**src/rtl/riscv_pkg.sv**
```systemverilog
// Shared RV64 encodings and MEM-stage types: opcodes, load/store func3 values,
// the MEM handshake state type and small decode helpers.
package riscv_pkg;

  localparam logic [6:0] OP_LOAD  = 7'b0000011;
  localparam logic [6:0] OP_STORE = 7'b0100011;

  localparam logic [2:0] F3_LB  = 3'd0;
  localparam logic [2:0] F3_LH  = 3'd1;
  localparam logic [2:0] F3_LW  = 3'd2;
  localparam logic [2:0] F3_LD  = 3'd3;
  localparam logic [2:0] F3_LBU = 3'd4;
  localparam logic [2:0] F3_LHU = 3'd5;
  localparam logic [2:0] F3_LWU = 3'd6;

  localparam logic [2:0] F3_SB  = 3'd0;
  localparam logic [2:0] F3_SH  = 3'd1;
  localparam logic [2:0] F3_SW  = 3'd2;
  localparam logic [2:0] F3_SD  = 3'd3;

  typedef enum logic {
    IDLE = 1'b0,
    WAIT = 1'b1
  } mem_state_t;

  // Byte mask for an access size code (func3[1:0]): B, H, W, D.
  function automatic logic [7:0] size_mask(input logic [1:0] sz);
    case (sz)
      2'd0:    return 8'h01;
      2'd1:    return 8'h03;
      2'd2:    return 8'h0F;
      default: return 8'hFF;
    endcase
  endfunction

  // Valid load or store encoding; unused func3 values decode as no-ops.
  function automatic logic is_ldst(input logic [31:0] ir);
    return ((ir[6:0] == OP_LOAD)  && (ir[14:12] != 3'd7)) ||
           ((ir[6:0] == OP_STORE) && (ir[14:12] <  3'd4));
  endfunction

endpackage

```
**src/rtl/memory_stage_if.sv**
```systemverilog
// Data-memory request/acknowledge bus driven by the MEM stage.
interface memory_stage_if;
  logic        DMEM_REQ;
  logic        DMEM_WE;
  logic [63:0] DMEM_ADDR;
  logic [7:0]  DMEM_BE;
  logic [63:0] DMEM_WDATA;
  logic        DMEM_ACK;
  logic [63:0] DMEM_RDATA;

  modport master (
    output DMEM_REQ, DMEM_WE, DMEM_ADDR, DMEM_BE, DMEM_WDATA,
    input  DMEM_ACK, DMEM_RDATA
  );

  modport slave (
    input  DMEM_REQ, DMEM_WE, DMEM_ADDR, DMEM_BE, DMEM_WDATA,
    output DMEM_ACK, DMEM_RDATA
  );
endinterface

```
**src/rtl/mem_align.sv**
```systemverilog
// Byte-lane steering for the MEM stage: byte enables, store data lane shift
// and load extraction with sign/zero extension. Lanes shifted past the
// doubleword boundary are simply dropped.
// Optional: MEM_MISALIGN_TRAP_EN adds the size-alignment check output.
module mem_align
  import riscv_pkg::*;
(
  input  logic [2:0]  func3,
  input  logic [2:0]  offset,
  input  logic [63:0] sr2,
  input  logic [63:0] rdata,
  output logic [7:0]  be,
  output logic [63:0] wdata,
  output logic [63:0] ld_data
`ifdef MEM_MISALIGN_TRAP_EN
  ,
  output logic        misaligned
`endif
);

  logic [63:0] shifted;

  // Lane steering and load extension.
  always_comb begin
    be      = size_mask(func3[1:0]) << offset;
    wdata   = sr2 << {offset, 3'b000};
    shifted = rdata >> {offset, 3'b000};
    case (func3[1:0])
      2'd0:    ld_data = func3[2] ? {56'b0, shifted[7:0]}
                                  : {{56{shifted[7]}}, shifted[7:0]};
      2'd1:    ld_data = func3[2] ? {48'b0, shifted[15:0]}
                                  : {{48{shifted[15]}}, shifted[15:0]};
      2'd2:    ld_data = func3[2] ? {32'b0, shifted[31:0]}
                                  : {{32{shifted[31]}}, shifted[31:0]};
      default: ld_data = shifted;
    endcase
  end

`ifdef MEM_MISALIGN_TRAP_EN
  // Address not a multiple of the access size.
  always_comb begin
    case (func3[1:0])
      2'd0:    misaligned = 1'b0;
      2'd1:    misaligned = offset[0];
      2'd2:    misaligned = |offset[1:0];
      default: misaligned = |offset;
    endcase
  end
`endif

endmodule

```
**src/rtl/memory_stage.sv**
```systemverilog
// RV64 MEM pipeline stage: REQ/ACK data-memory access for loads/stores with a
// stall back to execute, one-cycle pass-through for everything else, and the
// WB latch. TIMEOUT_CYC bounds the WAIT phase (0 disables the timeout).
// Optional: MEM_MISALIGN_TRAP_EN traps misaligned accesses via WB_MISALIGN.
module memory_stage
  import riscv_pkg::*;
#(
  parameter int unsigned TIMEOUT_CYC = 255
) (
  input  logic        clk,
  input  logic        RESET,
  input  logic        MEM_V,
  input  logic [31:0] MEM_IR,
  input  logic [63:0] MEM_NPC,
  input  logic [63:0] MEM_ALU_RESULT,
  input  logic [63:0] MEM_SR2,
  input  logic [63:0] MEM_CSRFD,
  input  logic [63:0] MEM_RFD,
  input  logic        MEM_ECALL,
  output logic        V_MEM_STALL,
  memory_stage_if.master dmem,
  output logic        WB_V,
  output logic [31:0] WB_IR,
  output logic [63:0] WB_NPC,
  output logic [63:0] WB_ALU_RESULT,
  output logic [63:0] WB_MEM_DATA,
  output logic [63:0] WB_CSRFD,
  output logic [63:0] WB_RFD,
  output logic        WB_ECALL,
  output logic        WB_BUS_ERR
`ifdef MEM_MISALIGN_TRAP_EN
  ,
  output logic        WB_MISALIGN
`endif
);

  mem_state_t  state, state_nxt;
  logic [31:0] to_cnt;
  logic        ldst, memop, is_load, timeout, acked, timed_out;
  logic [7:0]  be;
  logic [63:0] wdata, ld_data;
`ifdef MEM_MISALIGN_TRAP_EN
  logic        misaligned;
`endif

  mem_align u_align (
    .func3   (MEM_IR[14:12]),
    .offset  (MEM_ALU_RESULT[2:0]),
    .sr2     (MEM_SR2),
    .rdata   (dmem.DMEM_RDATA),
    .be      (be),
    .wdata   (wdata),
    .ld_data (ld_data)
`ifdef MEM_MISALIGN_TRAP_EN
    ,
    .misaligned (misaligned)
`endif
  );

  // Decode: does the MEM latch hold a valid access that needs the bus.
  always_comb begin
    ldst    = MEM_V & is_ldst(MEM_IR);
    is_load = (MEM_IR[6:0] == OP_LOAD);
`ifdef MEM_MISALIGN_TRAP_EN
    memop   = ldst & ~misaligned;
`else
    memop   = ldst;
`endif
    timeout = (state == WAIT) && (TIMEOUT_CYC != 0) &&
              (to_cnt == 32'(TIMEOUT_CYC - 1));
  end

  // Bus fields come straight from the held MEM latch, so they stay stable in WAIT.
  assign dmem.DMEM_WE    = (MEM_IR[6:0] == OP_STORE);
  assign dmem.DMEM_ADDR  = {MEM_ALU_RESULT[63:3], 3'b000};
  assign dmem.DMEM_BE    = be;
  assign dmem.DMEM_WDATA = wdata;

  // State register.
  always_ff @(posedge clk) begin
    if (RESET) state <= IDLE;
    else       state <= state_nxt;
  end

  // Next state: IDLE issues the request, WAIT ends on ACK or timeout.
  always_comb begin
    state_nxt = state;
    unique case (state)
      IDLE: if (memop) state_nxt = WAIT;
      WAIT: if (acked | timed_out) state_nxt = IDLE;
    endcase
  end

  // Outputs: request, stall and completion qualifiers; ACK wins over a same-cycle timeout.
  always_comb begin
    dmem.DMEM_REQ = 1'b0;
    V_MEM_STALL   = 1'b0;
    acked         = 1'b0;
    timed_out     = 1'b0;
    if (!RESET) begin
      unique case (state)
        IDLE: begin
          dmem.DMEM_REQ = memop;
          V_MEM_STALL   = memop;
        end
        WAIT: begin
          dmem.DMEM_REQ = 1'b1;
          acked         = dmem.DMEM_ACK;
          timed_out     = ~dmem.DMEM_ACK & timeout;
          V_MEM_STALL   = memop & ~(acked | timed_out);
        end
      endcase
    end
  end

  // Timeout counter: held at zero outside WAIT, counts WAIT cycles.
  always_ff @(posedge clk) begin
    if (RESET || state == IDLE) to_cnt <= '0;
    else                        to_cnt <= to_cnt + 32'd1;
  end

  // WB latch: bubble while stalled, otherwise capture the MEM latch and result.
  always_ff @(posedge clk) begin
    if (RESET) begin
      WB_V          <= 1'b0;
      WB_IR         <= '0;
      WB_NPC        <= '0;
      WB_ALU_RESULT <= '0;
      WB_MEM_DATA   <= '0;
      WB_CSRFD      <= '0;
      WB_RFD        <= '0;
      WB_ECALL      <= 1'b0;
      WB_BUS_ERR    <= 1'b0;
`ifdef MEM_MISALIGN_TRAP_EN
      WB_MISALIGN   <= 1'b0;
`endif
    end else if (V_MEM_STALL) begin
      WB_V <= 1'b0;
    end else begin
      WB_V          <= MEM_V;
      WB_IR         <= MEM_IR;
      WB_NPC        <= MEM_NPC;
      WB_ALU_RESULT <= MEM_ALU_RESULT;
      WB_MEM_DATA   <= (memop & is_load & acked) ? ld_data : '0;
      WB_CSRFD      <= MEM_CSRFD;
      WB_RFD        <= MEM_RFD;
      WB_ECALL      <= MEM_ECALL;
      WB_BUS_ERR    <= memop & timed_out;
`ifdef MEM_MISALIGN_TRAP_EN
      WB_MISALIGN   <= ldst & misaligned;
`endif
    end
  end

endmodule

```
**src/flat_wrapper.sv**
```systemverilog
// flat-port wrapper written by rule: the top's interface ports become plain ports
module memory_stage_flat import riscv_pkg::*;
#(
  parameter int unsigned TIMEOUT_CYC = 255
)
  (clk, RESET, MEM_V, MEM_IR, MEM_NPC, MEM_ALU_RESULT, MEM_SR2, MEM_CSRFD, MEM_RFD, MEM_ECALL, V_MEM_STALL, WB_V, WB_IR, WB_NPC, WB_ALU_RESULT, WB_MEM_DATA, WB_CSRFD, WB_RFD, WB_ECALL, WB_BUS_ERR, dmem_DMEM_REQ, dmem_DMEM_WE, dmem_DMEM_ADDR, dmem_DMEM_BE, dmem_DMEM_WDATA, dmem_DMEM_ACK, dmem_DMEM_RDATA);
  memory_stage_if dmem_i ();
  input  logic clk;
  input  logic RESET;
  input  logic MEM_V;
  input  logic [31:0] MEM_IR;
  input  logic [63:0] MEM_NPC;
  input  logic [63:0] MEM_ALU_RESULT;
  input  logic [63:0] MEM_SR2;
  input  logic [63:0] MEM_CSRFD;
  input  logic [63:0] MEM_RFD;
  input  logic MEM_ECALL;
  output logic V_MEM_STALL;
  output logic WB_V;
  output logic [31:0] WB_IR;
  output logic [63:0] WB_NPC;
  output logic [63:0] WB_ALU_RESULT;
  output logic [63:0] WB_MEM_DATA;
  output logic [63:0] WB_CSRFD;
  output logic [63:0] WB_RFD;
  output logic WB_ECALL;
  output logic WB_BUS_ERR;
  output wire logic [$bits(dmem_i.DMEM_REQ)-1:0] dmem_DMEM_REQ;
  output wire logic [$bits(dmem_i.DMEM_WE)-1:0] dmem_DMEM_WE;
  output wire logic [$bits(dmem_i.DMEM_ADDR)-1:0] dmem_DMEM_ADDR;
  output wire logic [$bits(dmem_i.DMEM_BE)-1:0] dmem_DMEM_BE;
  output wire logic [$bits(dmem_i.DMEM_WDATA)-1:0] dmem_DMEM_WDATA;
  input wire logic [$bits(dmem_i.DMEM_ACK)-1:0] dmem_DMEM_ACK;
  input wire logic [$bits(dmem_i.DMEM_RDATA)-1:0] dmem_DMEM_RDATA;
  assign dmem_DMEM_REQ = dmem_i.DMEM_REQ;
  assign dmem_DMEM_WE = dmem_i.DMEM_WE;
  assign dmem_DMEM_ADDR = dmem_i.DMEM_ADDR;
  assign dmem_DMEM_BE = dmem_i.DMEM_BE;
  assign dmem_DMEM_WDATA = dmem_i.DMEM_WDATA;
  assign dmem_i.DMEM_ACK = dmem_DMEM_ACK;
  assign dmem_i.DMEM_RDATA = dmem_DMEM_RDATA;
  memory_stage #(.TIMEOUT_CYC(TIMEOUT_CYC)) u_core (.clk(clk), .RESET(RESET), .MEM_V(MEM_V), .MEM_IR(MEM_IR), .MEM_NPC(MEM_NPC), .MEM_ALU_RESULT(MEM_ALU_RESULT), .MEM_SR2(MEM_SR2), .MEM_CSRFD(MEM_CSRFD), .MEM_RFD(MEM_RFD), .MEM_ECALL(MEM_ECALL), .V_MEM_STALL(V_MEM_STALL), .dmem(dmem_i), .WB_V(WB_V), .WB_IR(WB_IR), .WB_NPC(WB_NPC), .WB_ALU_RESULT(WB_ALU_RESULT), .WB_MEM_DATA(WB_MEM_DATA), .WB_CSRFD(WB_CSRFD), .WB_RFD(WB_RFD), .WB_ECALL(WB_ECALL), .WB_BUS_ERR(WB_BUS_ERR));
endmodule
```
**config.mk**
```make
export PLATFORM = sky130hd
export DESIGN_NAME = memory_stage_flat
export DESIGN_NICKNAME = d
export VERILOG_FILES = /design/src/rtl/riscv_pkg.sv /design/src/rtl/memory_stage_if.sv /design/src/rtl/mem_align.sv /design/src/rtl/memory_stage.sv /design/src/flat_wrapper.sv
export SDC_FILE = /design/constraint.sdc
export NUM_CORES = 1
export LEC_CHECK = 0
export ABC_CLOCK_PERIOD_IN_PS = 4050
export BUFFER_PORTS_ARGS = -buffer_cell sky130_fd_sc_hd__buf_4
export CORE_AREA = 3 3 360 362
export DETAILED_ROUTE_END_ITERATION = 10
export DIE_AREA = 0 0 363 365
export SYNTH_ARGS = -nofsm -noshare
export SYNTH_HDL_FRONTEND = slang
export SYNTH_HIERARCHICAL = 1
export SYNTH_SLANG_ARGS = --single-unit
```
**constraint.sdc**
```tcl
create_clock -name clk -period 4.05 [get_ports clk]
set_input_delay 0.2025 -clock clk [delete_from_list [all_inputs] [get_ports clk]]
set_output_delay 0.2025 -clock clk [all_outputs]
set_load 0.02 [all_outputs]
```
==> out/metrics.cfg, run 1 <==
[routing]
drtIter0Drc=1485
drtPass1Iterations=6
avgViaCountPerCell=4.111
drt-total-wl_microns=104800
drc_errors=0
ant_nets=0
num_vias=18370
wl_per_cell_microns=23.46

[synth]
ys_ff_latch=388
yosys.area.top_type=dfxtp_1
post_synth.cell_area_avg_sq_um=10.19
synth_top_area_share=0.4434
synthTopCellsByCount=388 x dfxtp_1, 324 x a22o_1, 113 x nand2_1
synth_edf_count=0
syn_inst=1719
seq_area_frac_synth=0.4434
yosys.cell_types.count=58
async_reset_ff_frac=0
yosysWarnings=6
synthTopCellsByArea=dfxtp_1 44%, a22o_1 16%, mux2i_1 5.9%
syn_area_sq_um=17520
ys.flop_type=dfxtp_1
post-synth-top-count-cell=dfxtp_1

[layout]
fin_util=0.2348
drive_gt1_frac=0.3920
fillCellCount=13570
stdcell_count=4468
syn_to_final_growth_pct=70.29
final_nets=3187
final_area_sq_um=29830

[sta]
fin_setup_tns_ns=0
post-route-period-util=0.9449
final.min_clock_period_ns=3.827
fin_skew_ns=0.05122
slew_headroom=0.2214
max_freq_mhz=261.3
tightest_slew_ns=1.165
maxSlewViolCount=0
rsz0062_at_grt=no
setup_viol=0
hold_violations=0

[worst_setup_path]
crit_start=MEM_IR[2]
cpMaxStageDelayCell=dlygate4sd3_1
r2r_setup_slack_ns=0.87
cp.buffers_inverters=6
max_stage_delay_ns=0.54
rr_startpoint=u_core/to_cnt[3]
criticalPathCategory=input pin to primary output
critPathCaptureType=primary output
path_cells=dlygate4sd3_1 -> buf_4 -> nor4_1 -> and3_1 -> nand4_1 -> buf_4 -> or3b_1 -> inv_8 -> buf_4 -> buf_4
path_common_cell=buf_4
crit_required_ns=3.85
cp_data_arrival_time_ns=3.62
path_delay_family=buffers and inverters
start_kind=input pin
cp_max_fo=93

[clock_tree]
clkTransAtPathRegs_ns=0.05
htree_num_levels=2
post_cts_buffers=0
clkSinkCount=388
cts_resized=0
numCtsBuffers=48
clk_latency_ns=0.65
cts_buffer_depth=3
cts_tree=yes
root_buffer=clkbuf_16

[die]
start_util=0.1379
core-area_sq_um=127000
die_h_microns=365
die_area_sq_um=132500
rows=131
die_w_microns=363
pin_count=915

[placement]
placed_area_sq_um=25240
port_buffers=911
gp_congestion=0.9210
hpwl_microns=82570
dp.cells=4087

[grt]
grt_pass1_wl_microns=139700
grt_max_degree=160
antenna_found_initial=5
grt_pass1_vias=17990
grt_overflow=0
grt_usage=0.1463

[hold_path]
hold_start=dmem_DMEM_RDATA[58]
hold_class=input pin to flop

[power]
leakagePower_nw=13.35
power_mw=10.90
vdd_drop_max_uv=272.9
power.density_nw_per_um2=365.2

[run_status]
status=complete, no violations

[flow_run]
max-cap-violations=0

[per-layer routing]
metal	part of all wire	vias to the layer above	GRT usage
met2	0.46	830	0.2395
met3	0.079	127	0.03939
met5	0	-	0
met4	0.034	0	0.05177
li1	-	8495	-
met1	0.42	8915	0.1846
[repair_timing]
action,in CTS,in global routing
setup endpoints to repair,0,0
hold buffers,289,0
endpoints found under the hold margin,302,0
[state kept, by name, summed over array words and instances (netlist names)]
register and cells:
u_core/WB_NPC 64, u_core/WB_V 1, u_core/WB_ALU_RESULT 64, u_core/WB_CSRFD 64
u_core/WB_MEM_DATA 64, u_core/state 1, u_core/to_cnt 32, u_core/WB_RFD 64
u_core/WB_ECALL 1, u_core/WB_BUS_ERR 1, u_core/WB_IR 32
[path summary, 6_finish.rpt]
path / depth (start not counted) / to
worst max register to register: 7 / u_core/WB_CSRFD[50]
worst max-delay path: 10 / V_MEM_STALL
worst min register to register: 2 / u_core/WB_BUS_ERR
worst min-delay path: 4 / u_core/WB_MEM_DATA[58]
[through the flow]
stage | worst slack (ns) | hold WS [ns]
after floorplan | 1.765 | 0.3242
after global placement | 0.7657 | 0.4114
after detailed placement | 0.7646 | 0.4150
after CTS | 0.2149 | 0.0001781
after global routing | 0.07526 | 0.03122
final | 0.2230 | 0.06335
[layout by cell type (no fill, tap or decap), drive strengths merged, types with 15 or more instances in the layout]
| cell type | instances |
|---|---|
| nand2 | 113 |
| o2bb2ai | 16 |
| nor3 | 35 |
| clkbuf | 62 |
| xnor2 | 23 |
| dlygate4sd3 | 289 |
| nor2 | 92 |
| mux4 | 15 |
| a21oi | 33 |
| inv | 17 |
| nor2b | 15 |
| o22ai | 17 |
| a22o | 324 |
| dfxtp | 388 |
| mux2i | 104 |
| nand4 | 40 |
| clkinv | 16 |
| mux2 | 55 |
| nand3 | 29 |
| o21ai | 47 |
| buf | 936 |
| a221oi | 29 |
[cells by family (layout without fill, tap and decap cells)]
kind of cell	count (synthesis)	after routing	share of synthesized area
buffers and inverters	248	1328	0.09143
adders and majority gates	2	2	0.001428
muxes	174	174	0.1160
AOI/OAI and AO/OA	499	499	0.2297
DFF	388	388	0.4434
other	1	8	0.0002141
and+or+nand+nor	381	381	0.1048
xor gates and xnor gates	26	26	0.01300
[report_power, final]
group | switching (mW) | total, mW | internal [mW]
Sequential | 0.102 | 4.08 | 3.98
Combinational | 1.19 | 2.25 | 1.07
Clock | 1.89 | 4.56 | 2.67
Total | 3.18 | 10.9 | 7.72
[worst register-to-register path: cells and delay by family, from the launching register on]
family	cells	cell delay [ns]
compound gates	1	0.36
buf+inv	2	0.69
flops	1	0.37
simple gates	4	1.67
[area by class of cell]
| class | instances | area [sq um] | area share |
|---|---|---|---|
| Timing Repair Buffer | 1225 | 10050 | 0.3369 |
| Multi-Input combinational cell | 1085 | 8173 | 0.2740 |
| Sequential cell | 388 | 7767 | 0.2604 |
| Tap cell | 1662 | 2079 | 0.06971 |
| Clock buffer | 62 | 1334 | 0.04471 |
| Clock inverter | 25 | 347.8 | 0.01166 |
| Inverter | 16 | 67.56 | 0.002265 |
| Antenna cell | 5 | 12.51 | 0.0004194 |
(Power assumes the default switching activity.)
==> run 2, diff against run 1 <==
--- a/config.mk
+++ b/config.mk
@@ -10,6 +10,7 @@
 export CORE_AREA = 3 3 360 362
 export DETAILED_ROUTE_END_ITERATION = 10
 export DIE_AREA = 0 0 363 365
+export RECOVER_POWER = 50
 export SYNTH_ARGS = -nofsm -noshare
 export SYNTH_HDL_FRONTEND = slang
 export SYNTH_HIERARCHICAL = 1
==> run 2 against run 1 <==
The flow now finishes with violations (capacitance limit, slew limit). Die area unchanged. Sequential cell count stayed put. Clock power about the same. First-iteration DRC count increased by 0.47%. Sequential share of layout area is 1.5 points higher. Combinational power fell by 7%. Sequential power is essentially flat. Global-route usage did not move. Wire length down 0.19%. Largest power group unchanged.
==> out/metrics.cfg, run 2 (synthesized netlist as in run 1, its figures left out) <==
[die]
pin_count=915
core-area_sq_um=127000
start_util=0.1379
die_h_microns=365
die_area_sq_um=132500
rows=131
die_w_microns=363

[run_status]
status=finished, violations left
violations=capacitance limit, slew limit

[worst_setup_path]
crit_required_ns=3.85
criticalPathCategory=input pin to primary output
cp_max_fo=93
critPathCaptureType=primary output
cp_data_arrival_time_ns=3.57
start_kind=input pin

[flow_run]
max-cap-violations=1

[layout]
final_area_sq_um=28250
fillCellCount=14030
drive_gt1_frac=0.2431
syn_to_final_growth_pct=61.29
final_common_cell=buf_4
final_nets=3187
final_cell_mix=508 x buf_4, 423 x clkbuf_1, 388 x dfxtp_1, 324 x a22o_1, 289 x dlygate4sd3_1

[clock_tree]
htree_num_levels=2
cts_tree=yes
cts_buffer_depth=3
clk_latency_ns=0.65
post_cts_buffers=0
clkSinkCount=388
clkTransAtPathRegs_ns=0.05
root_buffer=clkbuf_16
numCtsBuffers=48

[power]
vdd_drop_max_uv=273.5
leakagePower_nw=11.70
power.density_nw_per_um2=380.3

[sta]
max_freq_mhz=265.1
fin_setup_tns_ns=0
slew_headroom=-0.3035
setup_viol=0
final.min_clock_period_ns=3.772
tightest_slew_ns=1.955
hold_violations=0
rsz0062_at_grt=no
post-route-period-util=0.9312
fin_skew_ns=0.05089
maxSlewViolCount=160

[grt]
grt_max_degree=160
grt_pass1_vias=17990
grt_usage=0.1463
grt_overflow=0
antenna_found_initial=5
grt_pass1_wl_microns=139700

[routing]
drt-total-wl_microns=104600
ant_nets=0
drtPass1Iterations=5
wl_per_cell_microns=23.41
num_vias=18400
drc_errors=0
avgViaCountPerCell=4.118
drtIter0Drc=1492

[placement]
port_buffers=911
gp_congestion=0.9210
hpwl_microns=82570
placed_area_sq_um=25240

[hold_path]
hold_class=input pin to flop

[run 2: cell types whose count changed in the layout (fill, tap and decap cells not counted), sizes merged]
cell and delta:
buf -418, clkbuf +418
[run 2: worst max-delay path: stages]
cell and delay (ns):
dlygate4sd3_1 0.54, buf_4 0.14, nor4_1 0.45, and3_1 0.24, nand4_1 0.08, buf_4 0.24, or3b_1 0.55, inv_8 0.39
buf_4 0.46, buf_4 0.22
[run 2: final timing paths]
check / startpoint / slack [ns] / end / depth (start not counted)
max: MEM_IR[2] / 0.28 / V_MEM_STALL / 10
min: dmem_DMEM_RDATA[58] / 0.06 / u_core/WB_MEM_DATA[58] / 4
max reg2reg: u_core/to_cnt[3] / 0.87 / u_core/WB_CSRFD[50] / 7
min reg2reg: u_core/WB_BUS_ERR / 0.47 / u_core/WB_BUS_ERR / 2
[run 2: cell type report]
class | count | area (sq um) | area share
repair buffers | 1225 | 8471 | 0.2998
flip-flops and latches | 388 | 7767 | 0.2749
well taps | 1662 | 2079 | 0.07360
inverters | 16 | 67.56 | 0.002391
clock inverters | 25 | 347.8 | 0.01231
multi-input cells | 1085 | 8173 | 0.2893
diodes | 5 | 12.51 | 0.0004429
clock buffers | 62 | 1334 | 0.04721
[run 2: metrics by stage]
step           utilization  std cells  setup slack (ns)  total power [mW]  hold WS [ns]
5_1_grt             0.2223       4465           0.07526             11.16       0.03122
3_3_place_gp        0.1987       4087            0.7657             6.156        0.4114
4_1_cts             0.2347       4463            0.2149             11.06     0.0001781
3_5_place_dp        0.1987       4087            0.7646             6.165        0.4150
6_report            0.2224       4468            0.2784             10.74       0.06496
2_1_floorplan            -       1721             1.765             5.087        0.3242
[run 2: where the power goes]
part           total [mW]  internal (mW)  switching [mW]
Clock                4.57           2.67            1.89
Combinational        2.10          0.910            1.19
Sequential           4.08           3.98          0.0987
[run 2: repair_timing]
action,in CTS,in global routing
hold endpoints to repair,302,0
resized for setup,0,0
hold buffers,289,0
[run 2: layer usage]
| metal | track usage | part of all wire |
|---|---|---|
| met1 | 0.1846 | 0.42 |
| met4 | 0.05177 | 0.036 |
| met5 | 0 | 0.00064 |
| met2 | 0.2395 | 0.46 |
| met3 | 0.03939 | 0.083 |
